==> src/rtl/imem_loader_pkg.sv <==
// Shared types and constants for the instruction-memory loader.
// Holds the loader FSM encoding, the memory geometry and the checksum rule.
package imem_loader_pkg;

  localparam int INST_WIDTH      = 8;
  localparam int INST_DEPTH      = 8;
  localparam int LDR_STATE_WIDTH = 3;

  localparam logic [INST_DEPTH-1:0] PTR_ONE = {{(INST_DEPTH-1){1'b0}}, 1'b1};

  typedef enum logic [LDR_STATE_WIDTH-1:0] {
    LDR_IDLE  = 3'd0,
    LDR_LOAD  = 3'd1,
    LDR_CHECK = 3'd2,
    LDR_RUN   = 3'd3,
    LDR_ERROR = 3'd4
  } ldr_state_t;

  // A program is good when its words plus the trailing checksum word sum to zero.
  function automatic logic chk_ok(input logic [INST_WIDTH-1:0] sum,
                                  input logic [INST_WIDTH-1:0] word);
    logic [INST_WIDTH-1:0] total;
    total  = sum + word;
    chk_ok = (total == '0);
  endfunction

endpackage

==> src/rtl/imem_loader_ram.sv <==
// Instruction RAM: one synchronous write port, one asynchronous read port.
// Contents are deliberately not reset so a partial load survives a reset.
module imem_loader_ram
  import imem_loader_pkg::*;
(
  input  logic                  i_clk,
  input  logic                  i_we,
  input  logic [INST_DEPTH-1:0] i_waddr,
  input  logic [INST_WIDTH-1:0] i_wdata,
  input  logic [INST_DEPTH-1:0] i_raddr,
  output logic [INST_WIDTH-1:0] o_rdata
);

  logic [INST_WIDTH-1:0] r_mem [2**INST_DEPTH];

  always_ff @(posedge i_clk) begin
    if (i_we) begin
      r_mem[i_waddr] <= i_wdata;
    end
  end

  assign o_rdata = r_mem[i_raddr];

endmodule

==> src/rtl/imem_loader.sv <==
// Program loader: streams a checksummed program into instruction RAM, holds the
// CPU in reset while loading, and serves instruction fetches once the load is good.
//
// state     | meaning
// LDR_IDLE  | after reset, waiting for a non-empty load request
// LDR_LOAD  | accepting program words into RAM
// LDR_CHECK | waiting for the checksum word
// LDR_RUN   | program good, CPU released, fetches served
// LDR_ERROR | checksum failed, CPU held in reset
module imem_loader
  import imem_loader_pkg::*;
(
  input  logic                  i_clk,
  input  logic                  i_rst_n,
  input  logic                  i_load_start,
  input  logic [INST_DEPTH-1:0] i_load_len,
  input  logic                  i_s_valid,
  input  logic [INST_WIDTH-1:0] i_s_data,
  output logic                  o_s_ready,
  input  logic [INST_DEPTH-1:0] i_imem_addr,
  output logic [INST_WIDTH-1:0] o_imem_data,
  output logic                  o_cpu_rst,
  output logic                  o_load_done,
  output logic                  o_load_err
);

  ldr_state_t            r_state;
  ldr_state_t            w_next;
  logic [INST_DEPTH-1:0] r_wr_ptr;
  logic [INST_DEPTH-1:0] r_len;
  logic [INST_WIDTH-1:0] r_sum;
  logic                  r_cpu_rst;
  logic                  r_load_done;
  logic                  r_load_err;

  logic                  w_start;
  logic                  w_hs;
  logic                  w_last;
  logic                  w_we;
  logic                  w_begin;
  logic [INST_WIDTH-1:0] w_rd_data;

  always_comb begin
    w_next      = r_state;
    o_s_ready   = 1'b0;
    o_imem_data = '0;
    w_start     = i_load_start && (i_load_len != '0);
    w_last      = (r_wr_ptr == (r_len - PTR_ONE));

    if ((r_state == LDR_LOAD) || (r_state == LDR_CHECK)) begin
      o_s_ready = 1'b1;
    end
    w_hs = i_s_valid && o_s_ready;
    w_we = w_hs && (r_state == LDR_LOAD);

    case (r_state)
      LDR_IDLE, LDR_RUN, LDR_ERROR: begin
        if (w_start) begin
          w_next = LDR_LOAD;
        end
      end
      LDR_LOAD: begin
        if (w_hs && w_last) begin
          w_next = LDR_CHECK;
        end
      end
      LDR_CHECK: begin
        if (w_hs) begin
          w_next = chk_ok(r_sum, i_s_data) ? LDR_RUN : LDR_ERROR;
        end
      end
      default: w_next = LDR_IDLE;
    endcase

    // Only a load request accepted outside LOAD/CHECK restarts the pointer and sum.
    w_begin = (w_next == LDR_LOAD) && (r_state != LDR_LOAD);

    if (r_state == LDR_RUN) begin
      o_imem_data = w_rd_data;
    end
  end

  always_ff @(posedge i_clk or negedge i_rst_n) begin
    if (!i_rst_n) begin
      r_state     <= LDR_IDLE;
      r_cpu_rst   <= 1'b1;
      r_load_done <= 1'b0;
      r_load_err  <= 1'b0;
    end else begin
      r_state     <= w_next;
      r_cpu_rst   <= (w_next != LDR_RUN);
      r_load_done <= (w_next == LDR_RUN);
      r_load_err  <= (w_next == LDR_ERROR);
    end
  end

  always_ff @(posedge i_clk or negedge i_rst_n) begin
    if (!i_rst_n) begin
      r_wr_ptr <= '0;
      r_len    <= '0;
      r_sum    <= '0;
    end else if (w_begin) begin
      r_wr_ptr <= '0;
      r_len    <= i_load_len;
      r_sum    <= '0;
    end else if (w_we) begin
      r_wr_ptr <= r_wr_ptr + PTR_ONE;
      r_sum    <= r_sum + i_s_data;
    end
  end

  imem_loader_ram u_ram (
    .i_clk   (i_clk),
    .i_we    (w_we),
    .i_waddr (r_wr_ptr),
    .i_wdata (i_s_data),
    .i_raddr (i_imem_addr),
    .o_rdata (w_rd_data)
  );

  assign o_cpu_rst   = r_cpu_rst;
  assign o_load_done = r_load_done;
  assign o_load_err  = r_load_err;

endmodule

==> config.mk <==
export PLATFORM = sky130hd
export DESIGN_NAME = imem_loader
export DESIGN_NICKNAME = d
export VERILOG_FILES = /design/src/rtl/imem_loader_pkg.sv /design/src/rtl/imem_loader_ram.sv /design/src/rtl/imem_loader.sv
export SDC_FILE = /design/constraint.sdc
export NUM_CORES = 2
export LEC_CHECK = 0
export CORE_UTILIZATION = 44
export DETAILED_ROUTE_END_ITERATION = 8
export PLACE_DENSITY = 0.69
export SLEW_MARGIN = 40
export SYNTH_ARGS = -nofsm -noshare
export SYNTH_HDL_FRONTEND = slang
export SYNTH_SLANG_ARGS = --single-unit
export TNS_END_PERCENT = 1
==> constraint.sdc <==
create_clock -name i_clk -period 5.5 [get_ports i_clk]
set_input_delay 1.1 -clock i_clk [delete_from_list [all_inputs] [get_ports i_clk]]
set_output_delay 1.1 -clock i_clk [all_outputs]
set_load 0.05 [all_outputs]
==> run_results.csv <==
group,metric,value,unit
status,outcome,"finished, final reports clean",
worst_setup_path,start_kind,"input pin",
timing,fmax,182,MHz
timing,slew_headroom,40.5,%
place,io_buffers,39,
yosys,yosys.cell_types.count,59,
power_and_ir_drop,power,0.0334,W
yosys,async_flop_share,1.44,%
worst_setup_path,r2r-end,"u_ram.r_mem[130][7]$_DFFE_PP_",
yosys,ys_seq_area_share,77.1,%
routing,routedWlPerCell,30.3,µm
routing,drt-pass1-iter-count,5,
worst_setup_path,slowest_stage,"a2111oi_4",
floorplanning,io_pins,40,
worst_setup_path,critPathMaxStageDelay,0.56,ns
routing,num_vias,38200,
clocking,clkSinkCount,2078,
worst_setup_path,path_class,"input pin to primary output",
worst_setup_path,cp.buffers_inverters,6,
grt,grt_pass1_wl,277000,µm
yosys,synth-edff-count,2048,
yosys,yosys-top-cells-count,"edfxtp_1 (2048), mux4_2 (640), nor2_1 (308), clkbuf_1 (98), buf_2 (58)",
clocking,cts_max_path_buffers,3,
timing,worst_pin_slew,0.891,ns
grt,grt_busiest_layer,"met2",
place,gp_congestion,0.863,
place,dp_slack,-0.232,ns
min_path,min_from,"r_sum[0]$_DFFE_PN0P_",
yosys,synth_top_area_share,76.2,%
yosys,synth_ff_type,"edfxtp_1",
power_and_ir_drop,leakagePower,28.3,nW
timing,period_needed,5.49,ns
grt,grt_max_degree,154,
routing,drtIter0Drc,4754,
worst_setup_path,cp-end-kind,"primary output",
floorplanning,die_y,430,µm
final_layout,multi_input_area,0.0178,mm²
grt,global_route.usage.met1,30.0,%
clocking,worstSkewPairLatency,0.86,ns
final_layout,fin_cells,6310,
worst_setup_path,cp_common_cell,"buf_4",
timing,maxSlewViolCount,0,
floorplanning,core_area,0.182,mm²
yosys,ys_top_cells_by_area,"edfxtp_1 (76%), mux4_2 (18%), nor2_1 (1.4%), dfrtp_1 (0.90%), clkbuf_1 (0.46%)",
clocking,tritoncts,"built",
clocking,cts_root_buffer,"clkbuf_16",
yosys,yosys.area.top_type,"edfxtp_1",
yosys,postSynthCellCount,3496,
place,dp_hpwl,120000,µm
routing,drc_errors,0,
power_and_ir_drop,vdd_ir_drop_max,0.000298,V
min_path,hp-class,"flip-flop to flip-flop",
routing,postRouteWirelength,191000,µm
timing,hold_viol_final,0,
clocking,h-tree-depth,4,
yosys,synthMostInstantiatedCell,"edfxtp_1",
yosys,yosysWarnings,0,
final_layout,area_growth,14.0,%
yosys,netlist_area,0.0807,mm²
timing,setup_viol,0,
min_path,holdPathEnd,"r_sum[0]$_DFFE_PN0P_",
worst_setup_path,reg2reg_depth,6,
yosys,ys_ff_latch,2078,
final_layout,fin_util,50.7,%
grt,grt_use_met3,4.02,%
timing,clock_skew,0.0502,ns
final_layout,fillers,13900,
routing,via_per_inst,6.06,
final_layout,seqCellArea,0.0623,mm²
timing,setup_ws,0.00704,ns
worst_setup_path,rrSetupSlack,2.04,ns
clocking,clk_pin_slew_worst_paths,0.06,ns
timing,rsz0062_at_grt,"false",
min_path,hold_depth,2,
worst_setup_path,cp_data_required_time,4.40,ns
grt,grt_pass1_vias,38400,
clocking,holdBufCountCts,0,
final_layout,drive_above_1_share,32.7,%
worst_setup_path,critPathMaxFanout,21,
place,dp.cells,5952,
yosys,syn_area_per_cell,23.1,µm²
grt,antenna_found_initial,9,
yosys,syn_nets,3537,
routing,ant_nets,0,
worst_setup_path,worstPathCellList,"buf_8 > buf_12 > buf_12 > mux4_2 > mux4_2 > nor2b_1 > a2111oi_4 > buf_4 > and3_1 > nand4_1 > buf_4 > buf_4",
worst_setup_path,critPathArrivalTime,4.39,ns
final_layout,fin_nets,3823,
power_and_ir_drop,powerDensity,363,mW/mm²
floorplanning,initial_core_util,44.5,%
grt,gr-usage-met2,32.3,%
floorplanning,placementRows,156,
floorplanning,die_width,430,µm
grt,track_usage,20.8,%
floorplanning,design.die.area,0.185,mm²
worst_setup_path,worstReg2RegStart,"r_state[0]$_DFF_PN0_",
run,maxCapViolations,0,
timing,period_share,99.9,%
clocking,cts_made_buffers,196,
worst_setup_path,critical-path-top-delay-family,"buffers and inverters",
grt,grt-ovfl-total,0,
worst_setup_path,cp-startpoint,"i_imem_addr[0]",
[where the power goes]
part | total [W] | switching (W) | internal [W]
Sequential | 0.0178 | 0.000147 | 0.0176
Combinational | 0.00260 | 0.00161 | 0.000981
Clock | 0.0131 | 0.00589 | 0.00717
Total | 0.0334 | 0.00765 | 0.0258
[what timing repair did]
item                       CTS  global route
setup endpoints to repair    5             3
buffers inserted             0             0
gates resized for setup      4             3
[cell type report]
| cell class | count | area share [%] |
|---|---|---|
| flip-flops and latches | 2078 | 67.7 |
| multi-input cells | 1223 | 19.4 |
| clock buffers | 231 | 5.50 |
| well taps | 2370 | 3.22 |
| repair buffers | 276 | 2.95 |
| clock inverters | 124 | 1.21 |
| inverters | 7 | 0.0286 |
| diodes | 1 | 0.00272 |
[state kept, by name (all words and copies together) (netlist names)]
register / count
r_wr_ptr: 8
r_state: 3
o_load_done: 1
r_len: 8
u_ram.r_mem: 2048
r_sum: 8
o_load_err: 1
o_cpu_rst: 1
[how the worst max path moves through the flow]
stage / to / slack (ns) / depth (start not counted)
floorplan: o_imem_data[6] / 0.70 / 8
global placement: o_imem_data[3] / -0.54 / 11
detailed placement: o_imem_data[0] / -0.23 / 11
CTS: o_imem_data[7] / -0.17 / 9
global route: o_imem_data[7] / 0.009 / 10
finish: o_imem_data[2] / 0.007 / 12
[layer usage]
| layer | up-vias | share of wire (%) |
|---|---|---|
| met5 | - | 0 |
| met4 | 0 | 2.8 |
| met3 | 271 | 9.5 |
| met2 | 1931 | 48 |
| met1 | 20600 | 40 |
| li1 | 15400 | - |
[metrics by stage]
step	setup TNS, ns	instance area, µm²	hold slack [ns]
after floorplan	0	80700	0.490
after detailed placement	-0.702	85600	0.516
final	0	92000	0.528
after CTS	-0.176	91800	0.471
after global placement	-1.49	85400	0.517
after global routing	0	92000	0.488
[worst min-delay path, stage by stage, from the launching register on]
cell,delay [ns]
dfrtp_1,0.35
mux2i_1,0.07
nor2_1,0.08
[cell usage in the layout, fill, tap and decap left out, types with 5 or more instances in the layout]
master           instances
xnor2_1                 13
edfxtp_1              2048
clkbuf_1                34
clkinv_16                6
xor2_1                  10
clkdlybuf4s50_1         19
a22oi_1                 38
clkinv_2                41
and2_1                  13
and3_1                   5
clkinv_1                49
buf_12                  37
o21ai_0                  5
a21oi_1                  5
dfrtp_1                 29
inv_1                    7
nor3_1                   7
nor2b_1                 15
nand2_1                 30
a22o_1                   9
bufinv_16               12
ha_1                    12
nor2_2                  84
clkbuf_16              197
mux2_2                   5
nand2b_1                 5
and4_1                   7
nand4_1                 11
nor2_1                 224
inv_6                    5
buf_4                  194
mux4_2                 640
a211oi_1                11
nor3b_1                  5
clkbuf_8                 8
nand2_2                 14
buf_6                   15
[logic make-up after synthesis]
family	after synthesis	share of synthesized area, %
DFF	2078	77.1
muxes	650	18.0
and+or+nand+nor	446	2.43
buffers and inverters	195	1.11
AOI/OAI and AO/OA	91	0.850
xor gates and xnor gates	23	0.250
adders and majority gates	13	0.211
No activity file was read; power rests on OpenSTA's default activity.
